==> config.mk <==
export PLATFORM = sky130hd
export DESIGN_NAME = vram_arbiter
export DESIGN_NICKNAME = d
export VERILOG_FILES = /design/src/rtl/vram_arb_pkg.sv /design/src/rtl/vram_arbiter.sv
export SDC_FILE = /design/constraint.sdc
export NUM_CORES = 1
export LEC_CHECK = 0
export ABC_AREA = 0
export CAP_MARGIN = 15
export CORE_MARGIN = 5
export CORE_UTILIZATION = 35
export DETAILED_ROUTE_END_ITERATION = 10
export PLACE_DENSITY = 0.7
export SETUP_SLACK_MARGIN = 0.4
export SYNTH_ARGS = -nofsm -noshare
export SYNTH_HDL_FRONTEND = slang
export SYNTH_SLANG_ARGS = --single-unit
==> constraint.sdc <==
create_clock -name CLK_18M -period 3 [get_ports CLK_18M]
set_input_delay 0.6 -clock CLK_18M [delete_from_list [all_inputs] [get_ports CLK_18M]]
set_output_delay 0.6 -clock CLK_18M [all_outputs]
set_load 0.03 [all_outputs]
==> src/rtl/vram_arb_pkg.sv <==
// rtl/vram_arb_pkg.sv - shared types and default sizing for the video RAM arbiter
package vram_arb_pkg;

  // Default sizing: 2K x 8 video/bullet RAM, CPU forced through after 3 losses
  localparam int VRAM_AW           = 11;
  localparam int VRAM_DW           = 8;
  localparam int VRAM_STARVE_LIMIT = 3;

  // RAM port sequencer: ADDR is the cycle the RAM sees the address, DATA the read-data cycle
  typedef enum logic [1:0] {
    IDLE = 2'd0,
    ADDR = 2'd1,
    DATA = 2'd2
  } arb_state_t;

  // Which requester owns the access currently on the RAM port
  typedef enum logic {
    OWN_VID = 1'b0,
    OWN_CPU = 1'b1
  } arb_owner_t;

  // Outcome of one arbitration decision
  typedef enum logic [1:0] {
    GNT_NONE = 2'd0,
    GNT_VID  = 2'd1,
    GNT_CPU  = 2'd2
  } arb_grant_t;

endpackage

==> src/rtl/vram_arbiter.sv <==
// rtl/vram_arbiter.sv - single-port video RAM shared between display fetch and 6502 CPU
module vram_arbiter
  import vram_arb_pkg::*;
#(
  parameter int AW           = VRAM_AW,
  parameter int DW           = VRAM_DW,
  parameter int STARVE_LIMIT = VRAM_STARVE_LIMIT
) (
  input  logic          CLK_18M,
  input  logic          RESET_n,
  input  logic          vid_req,
  input  logic [AW-1:0] vid_addr,
  output logic [DW-1:0] vid_data,
  output logic          vid_valid,
  output logic          vid_overrun,
  input  logic          cpu_req,
  input  logic          cpu_we,
  input  logic [AW-1:0] cpu_addr,
  input  logic [DW-1:0] cpu_wdata,
  output logic [DW-1:0] cpu_rdata,
  output logic          cpu_ack,
  output logic [AW-1:0] ram_addr,
  output logic          ram_we,
  output logic [DW-1:0] ram_wdata,
  input  logic [DW-1:0] ram_rdata
);

  localparam int            CW         = (STARVE_LIMIT < 1) ? 1 : $clog2(STARVE_LIMIT + 1);
  localparam logic [CW-1:0] STARVE_MAX = CW'(STARVE_LIMIT);

  // Display fetches win unless the CPU has lost too many times in a row
  function automatic arb_grant_t arbitrate(input logic starved,
                                           input logic vid_pending,
                                           input logic cpu_pending);
    arb_grant_t result;
    result = GNT_NONE;
    if (starved && cpu_pending) begin
      result = GNT_CPU;
    end else if (vid_pending) begin
      result = GNT_VID;
    end else if (cpu_pending) begin
      result = GNT_CPU;
    end
    return result;
  endfunction

  arb_state_t    state_q;
  arb_state_t    state_d;
  arb_owner_t    owner_q;
  logic          vid_pend_q;
  logic [AW-1:0] vaddr_q;
  logic [CW-1:0] starve_q;

  logic          cpu_busy;
  logic          cpu_pend;
  logic          grant_pt;
  arb_grant_t    grant;
  logic          vid_done;
  logic          cpu_rd_done;
  logic          cpu_wr_done;
  logic          overrun_d;

  // Grant decision; ram_we doubles as the "current access is a write" flag during ADDR
  always_comb begin
    cpu_busy = (state_q != IDLE) && (owner_q == OWN_CPU);
    cpu_pend = cpu_req && !cpu_busy;
    grant_pt = (state_q == IDLE) || (state_q == DATA) || ((state_q == ADDR) && ram_we);
    grant    = GNT_NONE;
    if (grant_pt) begin
      grant = arbitrate(starve_q >= STARVE_MAX, vid_pend_q, cpu_pend);
    end
  end

  // State register
  always_ff @(posedge CLK_18M or negedge RESET_n) begin
    if (!RESET_n) begin
      state_q <= IDLE;
    end else begin
      state_q <= state_d;
    end
  end

  // Next state: a read always spends one cycle in DATA, writes can chain from ADDR
  always_comb begin
    state_d = state_q;
    case (state_q)
      IDLE:    state_d = (grant != GNT_NONE) ? ADDR : IDLE;
      ADDR: begin
        if (!ram_we) begin
          state_d = DATA;
        end else begin
          state_d = (grant != GNT_NONE) ? ADDR : IDLE;
        end
      end
      DATA:    state_d = (grant != GNT_NONE) ? ADDR : IDLE;
      default: state_d = IDLE;
    endcase
  end

  // Completion and overrun conditions decoded from the current state
  always_comb begin
    vid_done    = (state_q == DATA) && (owner_q == OWN_VID);
    cpu_rd_done = (state_q == DATA) && (owner_q == OWN_CPU);
    cpu_wr_done = (state_q == ADDR) && (owner_q == OWN_CPU) && ram_we;
    overrun_d   = vid_req && vid_pend_q && (grant != GNT_VID);
  end

  // RAM port registers, loaded on every grant; the write strobe lasts one cycle
  always_ff @(posedge CLK_18M or negedge RESET_n) begin
    if (!RESET_n) begin
      ram_addr  <= '0;
      ram_we    <= 1'b0;
      ram_wdata <= '0;
      owner_q   <= OWN_VID;
    end else begin
      ram_we <= 1'b0;
      case (grant)
        GNT_VID: begin
          owner_q  <= OWN_VID;
          ram_addr <= vaddr_q;
        end
        GNT_CPU: begin
          owner_q  <= OWN_CPU;
          ram_addr <= cpu_addr;
          ram_we   <= cpu_we;
          if (cpu_we) begin
            ram_wdata <= cpu_wdata;
          end
        end
        default: ;
      endcase
    end
  end

  // Single-entry fetch latch: a new strobe replaces an unserved one and flags it
  always_ff @(posedge CLK_18M or negedge RESET_n) begin
    if (!RESET_n) begin
      vid_pend_q  <= 1'b0;
      vaddr_q     <= '0;
      vid_overrun <= 1'b0;
    end else begin
      vid_overrun <= overrun_d;
      if (grant == GNT_VID) begin
        vid_pend_q <= 1'b0;
      end
      if (vid_req) begin
        vid_pend_q <= 1'b1;
        vaddr_q    <= vid_addr;
      end
    end
  end

  // Count consecutive arbitrations the CPU lost to video; any CPU grant clears it
  always_ff @(posedge CLK_18M or negedge RESET_n) begin
    if (!RESET_n) begin
      starve_q <= '0;
    end else if (grant == GNT_CPU) begin
      starve_q <= '0;
    end else if ((grant == GNT_VID) && cpu_pend && (starve_q < STARVE_MAX)) begin
      starve_q <= starve_q + 1'b1;
    end
  end

  // Return read bytes to their owner and pulse the matching completion
  always_ff @(posedge CLK_18M or negedge RESET_n) begin
    if (!RESET_n) begin
      vid_data  <= '0;
      vid_valid <= 1'b0;
      cpu_rdata <= '0;
      cpu_ack   <= 1'b0;
    end else begin
      vid_valid <= vid_done;
      cpu_ack   <= cpu_rd_done || cpu_wr_done;
      if (vid_done) begin
        vid_data <= ram_rdata;
      end
      if (cpu_rd_done) begin
        cpu_rdata <= ram_rdata;
      end
    end
  end

endmodule

# Yosys cells after proc, flatten, opt, wreduce, memory -nomap -nowiden

Cells that the tools add are included.

Bits in registers: 56
Input bits: 43
Output and inout port bits: 39
Word-level logic and storage cells: 60

Add/sub/neg operators: 1
Magnitude comparators: 2
Equal/unequal tests: 5
Multiplexer cells: 14
Bitwise gates (word level): 1
Reduce and logical (&&, ||, !) cells: 24

Operator list:

| kind                                                 | count |
|---|---|
| case mux 11 bit (2 select lines)                     | 1 |
| 2-to-1 mux 2 bit                                     | 7 |
| logical AND 1 bit                                    | 12 |
| nonzero test 2 bit                                   | 5 |
| equality test 2 x 1 -> 1 bit (second input constant) | 2 |
| equality test 2 bit (second input constant)          | 2 |
| 2-to-1 mux 1 bit                                     | 4 |
| case mux 2 bit (2 select lines)                      | 1 |
| logical OR 1 bit                                     | 3 |
| adder 2 x 1 -> 2 bit (second input constant)         | 1 |
| >= comparator 2 bit (second input constant)          | 1 |
| logical NOT 2 bit                                    | 1 |
| < comparator 2 bit (second input constant)           | 1 |
| != test 2 x 1 -> 1 bit (second input constant)       | 1 |
| case mux 1 bit (2 select lines)                      | 1 |
| AND reduction 2 bit                                  | 1 |
| OR reduction 2 bit                                   | 1 |
| logical NOT 1 bit                                    | 1 |
| NOT 1 bit                                            | 1 |

# Depth between registers and ports, before layout

Depth in word-level cells: 13
Mapped depth: 8
Mapped depth without buffers: 6

# Least setup slack after synthesis

No wires, ideal clock.

Kind: flip-flop to flip-flop
Start: reg ram_we
End: reg ram_wdata[0]
Library setup time: 125 ps
Arrival time: 1,971 ps
Data required time: 2,875 ps
Slack: 905 ps
Stages on the path, launching flop included: 8
Buffers on the path: 1
Period minus slack after synthesis: 2,095 ps
Path through: dfrtp_1 -> inv_1 -> o21ai_0 -> nand3_1 -> ha_1 -> buf_2 -> nand2_1 -> mux2_2

Word-level cells in the longest chain between the ends: 5

Ends and longest elaborated chain:

| item                                 | RTL line            | RTL |
|---|---|---|
| start: declaration                   | vram_arbiter.sv:23  | `output logic ram_we,` |
| start signal: assignment             | vram_arbiter.sv:125 | `ram_we <= cpu_we;` |
| logical AND 1 bit                    | vram_arbiter.sv:67  | `grant_pt = (state_q == IDLE) \|\| (state_q == DATA) \|\| ((state_q == ADDR) && ram_we);` |
| logical OR 1 bit                     | vram_arbiter.sv:67  |  |
| 2-to-1 mux 2 bit                     | vram_arbiter.sv:69  | `if (grant_pt) begin` |
| equality test 2 bit                  | vram_arbiter.sv:117 | `case (grant)` |
| AND reduction 2 bit (no source line) | --                  |  |
| end signal: assignment               | vram_arbiter.sv:127 | `ram_wdata <= cpu_wdata;` |
| end: declaration                     | vram_arbiter.sv:24  | `output logic [DW-1:0] ram_wdata,` |

Every way passes these cells.
A chain may end at the register's enable or synchronous reset.

# Worst setup path in the final report

Start: reg state_q[1]
End: reg ram_addr[6]

Word-level cells in the longest chain between the ends: 10
Elaborated cells between the ends (all ways): 19
Classes of those cells: eq/ne: 4; mux: 5; reduce/logical: 10

Ends and longest elaborated chain:

| item                                                                          | RTL line            | RTL |
|---|---|---|
| start: declaration                                                            | vram_arbiter.sv:47  | `arb_state_t state_q;` |
| start signal: assignment                                                      | vram_arbiter.sv:79  | `state_q <= state_d;` |
| nonzero test 2 bit                                                            | vram_arbiter.sv:65  | `cpu_busy = (state_q != IDLE) && (owner_q == OWN_CPU);` |
| logical AND 1 bit                                                             | vram_arbiter.sv:65  |  |
| logical NOT 1 bit                                                             | vram_arbiter.sv:66  | `cpu_pend = cpu_req && !cpu_busy;` |
| logical AND 1 bit                                                             | vram_arbiter.sv:66  |  |
| 2-to-1 mux 2 bit                                                              | vram_arbiter.sv:41  | `end else if (cpu_pending) begin` |
| 2-to-1 mux 2 bit                                                              | vram_arbiter.sv:39  | `end else if (vid_pending) begin` |
| 2-to-1 mux 2 bit                                                              | vram_arbiter.sv:37  | `if (starved && cpu_pending) begin` |
| 2-to-1 mux 2 bit *                                                            | vram_arbiter.sv:69  |  |
| equality test 2 bit / equality test 2 x 1 -> 1 bit (equally long branches)    | vram_arbiter.sv:117 |  |
| case mux 11 bit (2 select lines) / nonzero test 2 bit (equally long branches) | --                  |  |
| end signal: assignment                                                        | vram_arbiter.sv:120 | `ram_addr <= vaddr_q;` |
| end signal: assignment                                                        | vram_arbiter.sv:124 | `ram_addr <= cpu_addr;` |
| end: declaration                                                              | vram_arbiter.sv:22  | `output logic [AW-1:0] ram_addr,` |

Mark *: on every way between the ends. The rest lies on a longest branch, timed or not.

==> results_tabular.tex <==
\begin{tabular}{lr}
\hline
Metric & Value \\
\hline
\multicolumn{2}{l}{\textbf{Status}} \\
\quad Outcome & finished, final reports clean \\
\multicolumn{2}{l}{\textbf{STA}} \\
\quad Slew margin rel. & 0.3660 \\
\quad Final setup violating endpoints & 0 \\
\quad Final Hold Viols & 0 \\
\quad Period Utilization, post-route & 0.7196 \\
\quad Aggregate negative setup slack & 0 ns \\
\quad RSZ-0062 raised after global routing & no \\
\quad Skew final & 0.004766 ns \\
\quad Tmin final & 2.159 ns \\
\quad Slew at the pin closest to its max-slew limit & 0.9511 ns \\
\quad Final max-slew violation count & 0 \\
\quad Fmax & 463.2 MHz \\
\multicolumn{2}{l}{\textbf{Yosys}} \\
\quad Number of synthesized register bits & 56 \\
\quad Synth Area in Compound Gates & 0.04410 \\
\quad Post-synthesis cell type count & 25 \\
\quad Fraction of synthesized cell area in xor and xnor cells & 0 \\
\quad Main synth FF type & dfrtp\_1 \\
\quad Count of yosys warnings during synthesis & 0 \\
\quad Average cell area after synthesis & 14.10 µm² \\
\quad Number of synthesized flops with an enable pin & 0 \\
\quad Post-Synthesis Cells & 161 \\
\quad Cell accounting for the most synthesized area & dfrtp\_1 \\
\quad Post-synthesis async set-or-reset flop share & 1.000 \\
\quad Most frequent cell after synthesis & dfrtp\_1 \\
\quad Fraction of the mapped netlist area in simple logic gates & 0.06505 \\
\quad Main combinational cell family by area after synthesis & multiplexers \\
\quad Number of nets produced by synthesis & 208 \\
\quad Portion of netlist area occupied by mux cells & 0.2365 \\
\quad Most area-consuming cells after synthesis & dfrtp\_1 62\%, mux2\_2 18\%, mux2i\_1 5.3\% \\
\quad Register area share after synthesis & 0.6174 \\
\quad Area share of fa/ha/maj cells after synthesis & 0.02205 \\
\quad Commonest cells in the netlist & 56 x dfrtp\_1, 36 x mux2\_2, 12 x mux2i\_1, 12 x nor2\_1, 11 x a21oi\_1 \\
\quad Netlist area before placement & 2270 µm² \\
\quad Top cell type's share of synthesized area & 0.6174 \\
\multicolumn{2}{l}{\textbf{Worst setup path}} \\
\quad Highest net fanout along the worst path & 12 \\
\quad Worst setup EP type & flop \\
\quad Type of the worst setup path & flop to flop \\
\quad Arrival time at the worst endpoint & 2.38 ns \\
\quad Required time of the worst setup path & 3.22 ns \\
\quad CP Launch Type & flop \\
\multicolumn{2}{l}{\textbf{Detailed routing}} \\
\quad DRC viols & 0 \\
\quad DR iter-0 viols & 38 \\
\quad Detailed Route WL & 4.691 mm \\
\quad First-pass iteration count of the detailed router & 4 \\
\quad Via/cell ratio & 4.720 \\
\quad Antenna Nets Post-Route & 0 \\
\quad Vias after detailed routing & 1534 \\
\quad Routed length per instance & 14.43 µm \\
\multicolumn{2}{l}{\textbf{Final layout}} \\
\quad Area used by sequential logic in the layout & 1401 µm² \\
\quad Antenna Cells & 0 \\
\quad Layout fillers & 572 \\
\quad Share of post-route cells with drive strength above 1 & 0.1935 \\
\quad Final core utilization & 0.5159 \\
\quad Layout Nets & 295 \\
\quad Finished Cell Area & 3257 µm² \\
\quad Multi-input logic area & 834.6 µm² \\
\quad Area grow syn2layout & 43.49\% \\
\multicolumn{2}{l}{\textbf{Power and ir drop}} \\
\quad Maximum vdd ir drop & 0.6364 mV \\
\quad Total power & 3.416 mW \\
\quad Pwr dens & 1049 nW/µm² \\
\quad Static Leakage & 1.355 nW \\
\multicolumn{2}{l}{\textbf{Global routing}} \\
\quad Global router's overall resource usage & 0.1176 \\
\quad Grt ovf & 0 \\
\quad Number of antenna violations at the first check in global routing & 0 \\
\quad Maximum number of pins on one net before global-route repair & 45 \\
\quad Via count of the first global-routing pass & 1639 \\
\quad First-pass GRT wire length & 7.976 mm \\
\multicolumn{2}{l}{\textbf{Floorplan}} \\
\quad I/O pin total & 82 \\
\quad Die extent in y & 90.53 µm \\
\quad Die width & 90.53 µm \\
\quad Die Outline Area & 8196 µm² \\
\quad Core footprint & 6314 µm² \\
\quad Starting density of the core & 0.3595 \\
\quad Placement row count & 29 \\
\multicolumn{2}{l}{\textbf{Clocking}} \\
\quad Resize count post-CTS & 0 \\
\quad Latest clock arrival within the worst-skew pair & 0.29 ns \\
\quad CTS Root Buffer Type & clkbuf\_8 \\
\quad Reg clk slew, reported paths & 0.09 ns \\
\quad Total clock buffers created by CTS & 5 \\
\quad Buffers from clock root to sink, at most & 2 \\
\quad Number of levels the H-tree was split into & 2 \\
\quad Number of clock sinks & 56 \\
\quad Hold Buf Count CTS & 0 \\
\quad TritonCTS clock tree & yes \\
\quad Number of setup buffers added after CTS & 0 \\
\multicolumn{2}{l}{\textbf{Place}} \\
\quad Count of input and output buffers & 81 \\
\quad DPL Wire Length & 3.477 mm \\
\quad Weighted congestion reported at the end of routability-driven placement & 0.7725 \\
\quad Placed cell areas & 3179 µm² \\
\multicolumn{2}{l}{\textbf{Job}} \\
\quad Max\_cap viols & 0 \\
\multicolumn{2}{l}{\textbf{Worst hold path}} \\
\quad Worst hold-check path type & input port to asynchronous set/reset pin \\
\hline
\end{tabular}
[flip-flops by register name, summed over array words and instances (netlist names)]
register	flops
owner_q	1
ram_wdata	8
vaddr_q	11
vid_valid	1
cpu_ack	1
vid_overrun	1
ram_addr	11
state_q	2
starve_q	2
ram_we	1
vid_data	8
vid_pend_q	1
cpu_rdata	8
[cell usage in the layout (no fill, tap or decap), types with 2 or more instances in the layout]
cell,Yosys,routed
nand2b_1,3,3
clkbuf_8,0,5
inv_1,3,3
nand3b_1,2,2
clkdlybuf4s50_1,0,80
nor3b_1,2,2
buf_4,0,4
nor2b_1,2,2
nand3_1,2,2
dfrtp_1,56,56
a21oi_1,11,11
mux2_2,36,36
nor2_1,12,12
ha_1,4,4
mux2i_1,12,12
[layout make-up]
cell class | instances | share of cell area
clock buffers | 6 | 0.02228
well taps | 77 | 0.02958
inverters | 3 | 0.003458
multi-input cells | 97 | 0.2562
clock inverters | 1 | 0.001537
repair buffers | 85 | 0.2566
flip-flops and latches | 56 | 0.4303
[metrics by stage]
step	worst slack [ns]	hold slack, ns	std cells
after floorplan	0.9048	0.3044	161
after global placement	0.6727	0.4865	318
after detailed placement	0.6080	0.4915	318
after CTS	0.8027	0.4894	325
after global routing	0.5408	0.5272	325
final	0.8413	0.4494	325
[path summary, 6_finish.rpt]
path	end	cells past startpoint	start	slack (ns)
min in group CLK_18M	state_q[1]	1	ram_we	0.50
min	vaddr_q[6]	1	RESET_n	0.45
max in group asynchronous	ram_wdata[7]	2	RESET_n	1.88
min reg2reg	state_q[1]	1	ram_we	0.50
max reg2reg	ram_addr[6]	6	state_q[1]	0.84
max	ram_addr[6]	6	state_q[1]	0.84
[worst max-delay path: stages (launching register included)]
cell       delay [ns]
dfrtp_1          0.43
o21ai_0          0.43
o2111ai_1        0.23
ha_1             0.57
buf_4            0.25
nor2_1           0.06
a21oi_1          0.12
[kinds of logic (layout without fill, tap and decap cells)]
logic type | after synthesis | count (layout)
adder cells (fa/ha/maj) | 4 | 4
flip-flops | 56 | 56
buffers and inverters | 8 | 95
AO/OA/AOI/OAI | 17 | 17
multiplexers | 49 | 49
AND/OR/NAND/NOR | 27 | 27
[routing by layer]
layer  vias to the layer above  global-route usage  wire, µm  part of all wire
met1                       733              0.1454      2012              0.43
met2                        61              0.1798      2090              0.45
met4                         0             0.03350        59             0.013
met3                         7             0.06000       528              0.11
met5                         -                   0         0                 0
li1                        733                   -         -                 -
[report_power, final]
part	switching (mW)	internal (mW)	total [mW]
Clock	0.220	0.159	0.379
Sequential	0.170	1.07	1.24
Combinational	0.972	0.828	1.80
No activity file was read; power rests on OpenSTA's default activity.
